`src/rtl/led_pkg.sv`:
```
// Shared constants for the LED sequencer / PWM dimmer path.
// Defaults assume the 12 MHz board clock used by the sequencer.
package led_pkg;

    localparam int                   LED_PWM_W         = 8;
    localparam logic [LED_PWM_W-1:0] LED_PWM_MAX       = 8'hFF;
    localparam int                   LED_PRESCALE_DEF  = 47;
    localparam int                   LED_FADE_STEP_DEF = 4;
    localparam int                   LED_NUM_CH        = 3;

    typedef logic [LED_PWM_W-1:0] led_level_t;

endpackage

```
`src/rtl/led_pwm_channel.sv`:
```
// One color channel: level register, linear fade toward the target and the
// PWM compare that drives the pin register.
module led_pwm_channel
    import led_pkg::*;
#(
    parameter int FADE_STEP = LED_FADE_STEP_DEF
) (
    input  logic       clk,
    input  logic       rst,
    input  logic       boundary,
    input  led_level_t pwm_cnt,
    input  logic       en,
    input  led_level_t duty,
    input  logic       fade_en,
    output logic       pwm
);

    localparam logic [LED_PWM_W:0]   STEP9 = (LED_PWM_W + 1)'(FADE_STEP);
    localparam logic [LED_PWM_W-1:0] STEP8 = LED_PWM_W'(FADE_STEP);

    led_level_t         level_q, level_d;
    logic               pwm_q, pwm_d;
    logic [LED_PWM_W:0] target9, level9, diff_up, diff_dn;

    always_comb begin
        target9 = en ? {1'b0, duty} : '0;
        level9  = {1'b0, level_q};
        diff_up = target9 - level9;
        diff_dn = level9 - target9;
        level_d = level_q;
        if (boundary) begin
            if (!fade_en) begin
                level_d = target9[LED_PWM_W-1:0];
            end else if (target9 >= level9) begin
                level_d = (diff_up <= STEP9) ? target9[LED_PWM_W-1:0] : level_q + STEP8;
            end else begin
                level_d = (diff_dn <= STEP9) ? target9[LED_PWM_W-1:0] : level_q - STEP8;
            end
        end
        // pwm_cnt is the count of the next cycle, so the pin lines up with it
        pwm_d = (level_d == LED_PWM_MAX) | (pwm_cnt < level_d);
    end

    always_ff @(posedge clk) begin
        if (!rst) begin
            level_q <= '0;
            pwm_q   <= 1'b0;
        end else begin
            level_q <= level_d;
            pwm_q   <= pwm_d;
        end
    end

    assign pwm = pwm_q;

endmodule

```
`src/rtl/led_pwm_dimmer.sv`:
```
// PWM dimmer behind the 3-color sequencer: shared prescaler and period
// counter, three per-color fade/compare channels.
module led_pwm_dimmer
    import led_pkg::*;
#(
    parameter int PRESCALE  = LED_PRESCALE_DEF,
    parameter int FADE_STEP = LED_FADE_STEP_DEF
) (
    input  logic       clk,
    input  logic       rst,
    input  logic       en_r,
    input  logic       en_g,
    input  logic       en_b,
    input  led_level_t duty_r,
    input  led_level_t duty_g,
    input  led_level_t duty_b,
    input  logic       fade_en,
    output logic       pwm_r,
    output logic       pwm_g,
    output logic       pwm_b,
    output logic       period_start
);

    localparam int            PW       = (PRESCALE > 0) ? $clog2(PRESCALE + 1) : 1;
    localparam logic [PW-1:0] PRE_LAST = PW'(PRESCALE);

    logic [PW-1:0] pre_cnt_q, pre_cnt_d;
    led_level_t    pwm_cnt_q, pwm_cnt_d;
    logic          tick, boundary;
    logic          period_start_q;

    logic       [LED_NUM_CH-1:0] en_v, pwm_v;
    led_level_t [LED_NUM_CH-1:0] duty_v;

    always_comb begin
        tick      = (pre_cnt_q == PRE_LAST);
        boundary  = tick & (pwm_cnt_q == LED_PWM_MAX);
        pre_cnt_d = tick ? '0 : pre_cnt_q + 1'b1;
        pwm_cnt_d = tick ? pwm_cnt_q + 1'b1 : pwm_cnt_q;
    end

    always_ff @(posedge clk) begin
        if (!rst) begin
            pre_cnt_q      <= '0;
            pwm_cnt_q      <= '0;
            period_start_q <= 1'b0;
        end else begin
            pre_cnt_q      <= pre_cnt_d;
            pwm_cnt_q      <= pwm_cnt_d;
            period_start_q <= boundary;
        end
    end

    assign en_v   = {en_b, en_g, en_r};
    assign duty_v = {duty_b, duty_g, duty_r};

    for (genvar c = 0; c < LED_NUM_CH; c++) begin : g_ch
        led_pwm_channel #(.FADE_STEP(FADE_STEP)) u_ch (
            .clk      (clk),
            .rst      (rst),
            .boundary (boundary),
            .pwm_cnt  (pwm_cnt_d),
            .en       (en_v[c]),
            .duty     (duty_v[c]),
            .fade_en  (fade_en),
            .pwm      (pwm_v[c])
        );
    end

    assign pwm_r        = pwm_v[0];
    assign pwm_g        = pwm_v[1];
    assign pwm_b        = pwm_v[2];
    assign period_start = period_start_q;

endmodule

```
`config.mk`:
```
export PLATFORM = sky130hd
export DESIGN_NAME = led_pwm_dimmer
export DESIGN_NICKNAME = d
export VERILOG_FILES = /design/src/rtl/led_pkg.sv /design/src/rtl/led_pwm_channel.sv /design/src/rtl/led_pwm_dimmer.sv
export SDC_FILE = /design/constraint.sdc
export NUM_CORES = 1
export LEC_CHECK = 0
export ABC_AREA = 0
export ABC_CLOCK_PERIOD_IN_PS = 11900
export CAP_MARGIN = 0
export CORE_MARGIN = 2
export CORE_UTILIZATION = 60
export DETAILED_ROUTE_END_ITERATION = 10
export HOLD_SLACK_MARGIN = 0.12
export PLACE_DENSITY = 0.8
export SLEW_MARGIN = 10
export SYNTH_ARGS = -nofsm -noshare
export SYNTH_HDL_FRONTEND = slang
export SYNTH_SLANG_ARGS = --single-unit
```
`constraint.sdc`:
```
create_clock -name clk -period 11.9 [get_ports clk]
set_clock_uncertainty 0.15 [all_clocks]
set_input_delay 2.975 -clock clk [delete_from_list [all_inputs] [get_ports clk]]
set_output_delay 2.975 -clock clk [all_outputs]
set_load 0.03 [all_outputs]
```
== After elaboration in Yosys (flattened, before gate mapping) ==
Index checks and enable logic that the tools add are counted.

* Output and inout bits: 4
* Bits in registers: 42
* Bits of input ports: 30
* Word-level logic and storage cells: 65

* Mux-type cells: 19
* Add/sub/neg operators: 14
* Bitwise operators: 5
* Magnitude comparators: 12
* Reduce and logical (&&, ||, !) cells: 1
* Equal/unequal tests: 5

{| class="wikitable"
|+ Operators with widths
! kind !! number
|-
| 2-to-1 mux 8 bit || 19
|-
| less-or-equal comparator 9 x 3 -> 1 bit (second input constant) || 6
|-
| == test 8 bit (second input constant) || 4
|-
| >= comparator 9 x 8 -> 1 bit || 3
|-
| subtractor 8 x 9 -> 9 bit || 3
|-
| subtractor 9 x 8 -> 9 bit || 3
|-
| adder 8 x 3 -> 8 bit (second input constant) || 3
|-
| less-than comparator 8 bit || 3
|-
| subtractor 8 x 3 -> 8 bit (second input constant) || 3
|-
| adder 8 x 1 -> 8 bit (second input constant) || 1
|-
| adder 6 x 1 -> 6 bit (second input constant) || 1
|-
| == test 6 bit (second input constant) || 1
|-
| OR 1 bit || 3
|-
| OR reduction 2 bit || 1
|-
| bitwise AND 1 bit || 1
|-
| inverter 1 bit || 1
|}

== Depth between registers and ports, before layout ==
* Word-level depth: 9
* Gate-level depth with buffers: 21
* Gate-level depth less buffers: 18

== Modules after synthesis ==
From an unflattened synthesis, not the netlist that was laid out.

* Cells, all modules: 844
* Area total of the unflattened synthesis: 6,306.0 µm²

{| class="wikitable"
|+ Modules (own cells, without submodules)
! module !! area an instance (µm²) !! times used !! cells an instance !! seq. area each (µm²)
|-
| led_pwm_channel at g_ch[0].u_ch || 1,898.1 || 1 || 260 || 180.2
|-
| led_pwm_channel at g_ch[1].u_ch || 1,860.5 || 1 || 254 || 180.2
|-
| led_pwm_channel at g_ch[2].u_ch || 1,774.2 || 1 || 242 || 180.2
|-
| led_pwm_dimmer || 773.2 || 1 || 88 || 300.3
|}

== Worst setup path before layout ==
Ideal clock, no wire load.

* Kind: input to register
* Start point: input port en_r
* End point: register g_ch[0].u_ch.pwm_q
* Setup time: 0.059 ns
* Setup slack: 4.539 ns
* Data arrival time: 7.152 ns
* Path buffers: 3
* Cell stages on the path: 19
* Data required time: 11.691 ns
* Cell sequence: buf_6 -> nand2_1 -> inv_1 -> ha_1 -> buf_4 -> a21o_1 -> or4_1 -> a221o_1 -> a2111oi_4 -> buf_6 -> nor3_1 -> a2111oi_0 -> nor2_1 -> ha_1 -> a211o_1 -> a2111oi_0 -> nand2_1 -> o21ai_0 -> a211o_1

* Word-level cells in the longest chain between the ends: 9
* Elaborated cells on any way between the ends: 14
* Those cells by class: 2 x add/sub; 4 x order compare; 1 x eq/ne; 6 x mux; 1 x bitwise

{| class="wikitable"
|+ RTL lines
! item !! line !! source
|-
| start, declared || led_pwm_dimmer.sv:11 || <nowiki>input logic en_r,</nowiki>
|-
| 2-to-1 mux 8 bit (*) || led_pwm_channel.sv:26 || <nowiki>target9 = en ? {1'b0, duty} : '0;</nowiki>
|-
| subtractor 8 x 9 -> 9 bit or subtractor 9 x 8 -> 9 bit (tied branches) || led_pwm_channel.sv:29, led_pwm_channel.sv:28 ||
|-
| less-or-equal comparator 9 x 3 -> 1 bit (on tied branches) || led_pwm_channel.sv:37, led_pwm_channel.sv:35 ||
|-
| 2-to-1 mux 8 bit (on tied branches) || led_pwm_channel.sv:37, led_pwm_channel.sv:35 ||
|-
| 2-to-1 mux 8 bit || led_pwm_channel.sv:34 || <nowiki>end else if (target9 >= level9) begin</nowiki>
|-
| 2-to-1 mux 8 bit (*) || led_pwm_channel.sv:32 || <nowiki>if (!fade_en) begin</nowiki>
|-
| 2-to-1 mux 8 bit (*) || led_pwm_channel.sv:31 || <nowiki>if (boundary) begin</nowiki>
|-
| less-than comparator 8 bit or == test 8 bit (tied branches) || led_pwm_channel.sv:41 || <nowiki>pwm_d = (level_d == LED_PWM_MAX) | (pwm_cnt < level_d);</nowiki>
|-
| OR 1 bit (*) || led_pwm_channel.sv:41 ||
|-
| end signal, assigned || led_pwm_channel.sv:50 || <nowiki>pwm_q <= pwm_d;</nowiki>
|-
| end, declared || led_pwm_channel.sv:22 || <nowiki>logic pwm_q, pwm_d;</nowiki>
|}

Every way passes the cells marked *; elsewhere a longest branch is shown, timed or not.
A chain may end at the register's enable or synchronous reset.

== Worst setup path in the final report ==
Same ends and word-level chain as after synthesis.

==> impl_metrics.toml <==
[setup_path]
cp-endpoint = "g_ch[0].u_ch.pwm"
cpMaxStageDelayCell = "a2111oi_4"
crit_chain = "clkdlybuf4s50_1 > nand2_1 > inv_1 > ha_1 > nand4_2 > a21oi_1 > or4_1 > a221o_1 > a2111oi_4 > nor3_1 > a2111oi_0 > nor2_1 > ha_1 > a211o_1 > a2111oi_0 > nand2_1 > o21ai_0 > a211o_1"
cp.arrival_ns = 8.53
path_depth = 18
path_delay_family = "compound AO/OA/AOI/OAI gates"
critPathMaxStageDelay_ns = 0.75
r2r-end = "g_ch[0].u_ch.pwm"
rr_worst_depth = 16
worst-path-buf-inv = 2
crit_type = "in2reg"
setup.worst_path.start = "en_r"
reg2reg_slack_ns = 6.40
cp-end-kind = "register"
startpoint_type = "input port"
r2r-start = "g_ch[0].u_ch.level_q[5]"
crit_fanout = 11
crit_required_ns = 12.00

[clock_tree]
cts_root_buf = "clkbuf_8"
htreeDepth = 2
clock_insertion_delay_worst_skew_ns = 0.30
post_cts_buffers = 0
cts_sinks = 42
clk_pin_slew_worst_paths_ns = 0.08
cts_buffers = 5
cts_resized = 0
clockBufferDepth = 2
tritoncts = "yes"
hold_buffers = 0

[placed_design]
place_hpwl_microns = 12900
place_ws_ns = 3.18
gp_congestion = 0.964
io_buffers = 33

[min_path]
hold-path-cell-count = 1
min-delay-start = "pre_cnt_q[0]"
hp-class = "reg2reg"

[pwr]
ir_drop_v = 0.0000604
pwr-share-clk_pct = 29.3
leakagePower_nw = 2.84
p_comb_share_pct = 33.5
p_sw_w = 0.000125
p_total_w = 0.000381
internal-power_w = 0.000256
sequentialPowerShare_pct = 37.3
netSwitchingFraction_pct = 32.8
powerDensity_nw_per_um2 = 59.4

[final_layout]
synthToLayoutAreaGrowth_pct = 7.37
drive_gt1_share_pct = 4.81
final-seq-area_sq_um = 841
antenna_cells = 0
fillers = 870
multiInputGateArea_sq_um = 4700
final_common_cell = "ha_1"
num-nets-final = 924
most-common-layout-cells = "ha_1 (84), nor2_1 (75), nand2_1 (67)"

[detailed_routing]
avgViaCountPerCell = 6.42
wl_per_cell_microns = 17.3
ant_nets = 0
via_count = 6056
drtIter0Drc = 377
wirelength_microns = 16400
firstDrtPassIters = 5
post-route-drc-count = 0

[run]
cap_violations = 0

[yosys]
ys_warn_count = 0
synth.cell_area_sq_um = 5970
avgSynthCellArea_sq_um = 7.49
synth_top_area_cell = "ha_1"
yosysSeqAreaShare_pct = 14.1
netlist_instances = 798
synth_area_leaders = "ha_1 (18%), dfxtp_1 (14%), nor2_1 (4.7%)"
yosys.area.top_type_share_pct = 17.6
syn-num-nets = 912
synth_edf_count = 0
synth_cell_types = 84
ys_ff_latch = 42
synth_ff_type = "dfxtp_1"
ys_async_sr_fraction_pct = 0

[sta]
fmax_mhz = 119
fin_setup_tns_ns = 0
final-hold-violation-count = 0
finalWorstSetupSlack_ns = 3.47
tightest_slew_ns = 0.888
finalCriticalPeriod_ns = 8.43
grt_setup_unrepaired = "no"
setup_viol = 0
slew_violations = 0
max_slew_margin_pct = 40.3
min_period_over_period_pct = 70.8

[die]
rows = 36
die_h_microns = 104
initial_core_util_pct = 61.4
die-area_sq_um = 10800
core_area_sq_um = 9730
die_w_microns = 104
ios = 34

[global_route]
grt_pass1_wl_microns = 27200
antenna_found_initial = 0
grt_overflow = 0
grt_pass1_vias = 5711
grt_max_degree = 29
track_usage_pct = 30.1

[status]
status = "finished clean"
## final cells by class
type                    count  share of cell area (%)
clock inverters             2                   0.585
repair buffers             35                    5.38
clock buffers               6                    1.13
flip-flops and latches     42                    13.1
well taps                 133                    2.59
multi-input cells         659                    73.3
inverters                  67                    3.92
## per-stage QoR
stage                     hold WS [ns]  instances  instance area [sq um]  utilization (%)
after floorplan                  0.276        798                   5970                -
after global placement           0.293        936                   6300             64.8
after detailed placement         0.300        936                   6300             64.8
after CTS                        0.319        944                   6410             65.9
after global routing             0.335        944                   6410             65.9
final                            0.311        944                   6410             65.9
## worst register-to-register path, stage by stage, from the launching register on
cell	delay (ns)
dfxtp_1	0.46
inv_1	0.15
ha_1	0.49
nand4_2	0.17
a21oi_1	0.07
or4_1	0.51
a221o_1	0.40
a2111oi_4	0.75
nor3_1	0.14
a2111oi_0	0.56
nor2_1	0.12
ha_1	0.33
a211o_1	0.27
a2111oi_0	0.55
nand2_1	0.11
o21ai_0	0.09
a211o_1	0.12
## synthesized netlist by cell type, types with 4 or more instances
cell type,count
a31oi_1,8
a22oi_1,5
and3_1,11
nand4_1,10
buf_6,4
nor2b_1,9
a21oi_1,40
mux2i_1,9
nor3_1,18
o211ai_1,11
or3_1,6
and2_1,15
o221ai_1,5
and4_1,6
nand2b_1,8
xnor2_1,30
a211o_1,13
xor2_1,12
a221oi_1,7
o22ai_1,7
nand3_1,33
ha_1,84
o21ai_0,36
or2_2,4
o31a_1,4
nor4_1,6
a2111oi_0,5
o21a_1,7
o31ai_1,5
a2bb2oi_1,4
dfxtp_1,42
a31o_2,4
clkbuf_1,21
o21bai_1,5
nor2_1,75
a21o_1,18
inv_1,65
nand3b_1,6
nand2_1,67
a211oi_1,9
## power by group through the flow
stage / registers (W) / clock network, W / logic, W
final: 0.000142 / 0.000112 / 0.000128
after global routing: 0.000142 / 0.000118 / 0.000139
after CTS: 0.000142 / 0.000113 / 0.000125
after detailed placement: 0.000145 / 0 / 0.000124
after global placement: 0.000145 / 0 / 0.000122
after floorplan: 0.000145 / 0 / 0.0000932
## state kept, by name, indices dropped and copies added, names as in the netlist
register and flops:
g_ch.u_ch.level_q 24, pwm_cnt_q 8, pre_cnt_q 6, period_start 1, g_ch.u_ch.pwm 3
## worst min path at each step
| stage | end | slack, ns |
|---|---|---|
| after detailed placement | pre_cnt_q[0] | 0.30 |
| after floorplan | pre_cnt_q[0] | 0.28 |
| final | pre_cnt_q[0] | 0.31 |
| after global routing | pre_cnt_q[0] | 0.34 |
| after CTS | pre_cnt_q[0] | 0.32 |
| after global placement | pre_cnt_q[0] | 0.29 |
## logic make-up (layout without fill, tap and decap cells)
kind of cell | Yosys count | after routing | synth area share, %
muxes | 10 | 10 | 1.70
xor gates and xnor gates | 42 | 42 | 6.16
and+or+nand+nor | 292 | 292 | 24.9
buffers and inverters | 97 | 110 | 7.25
DFF | 42 | 42 | 14.1
adders and majority gates | 85 | 85 | 17.8
AOI/OAI and AO/OA | 230 | 230 | 28.1
## metal layers
metal  wire [microns]  vias up  track usage [%]
li1                 -     2931                -
met5                0        -                0
met1             7270     2818             40.3
met4              416        0             10.8
met2             7530      267             50.0
met3             1130       40             3.52
Power figures use the tool's default switching activity.
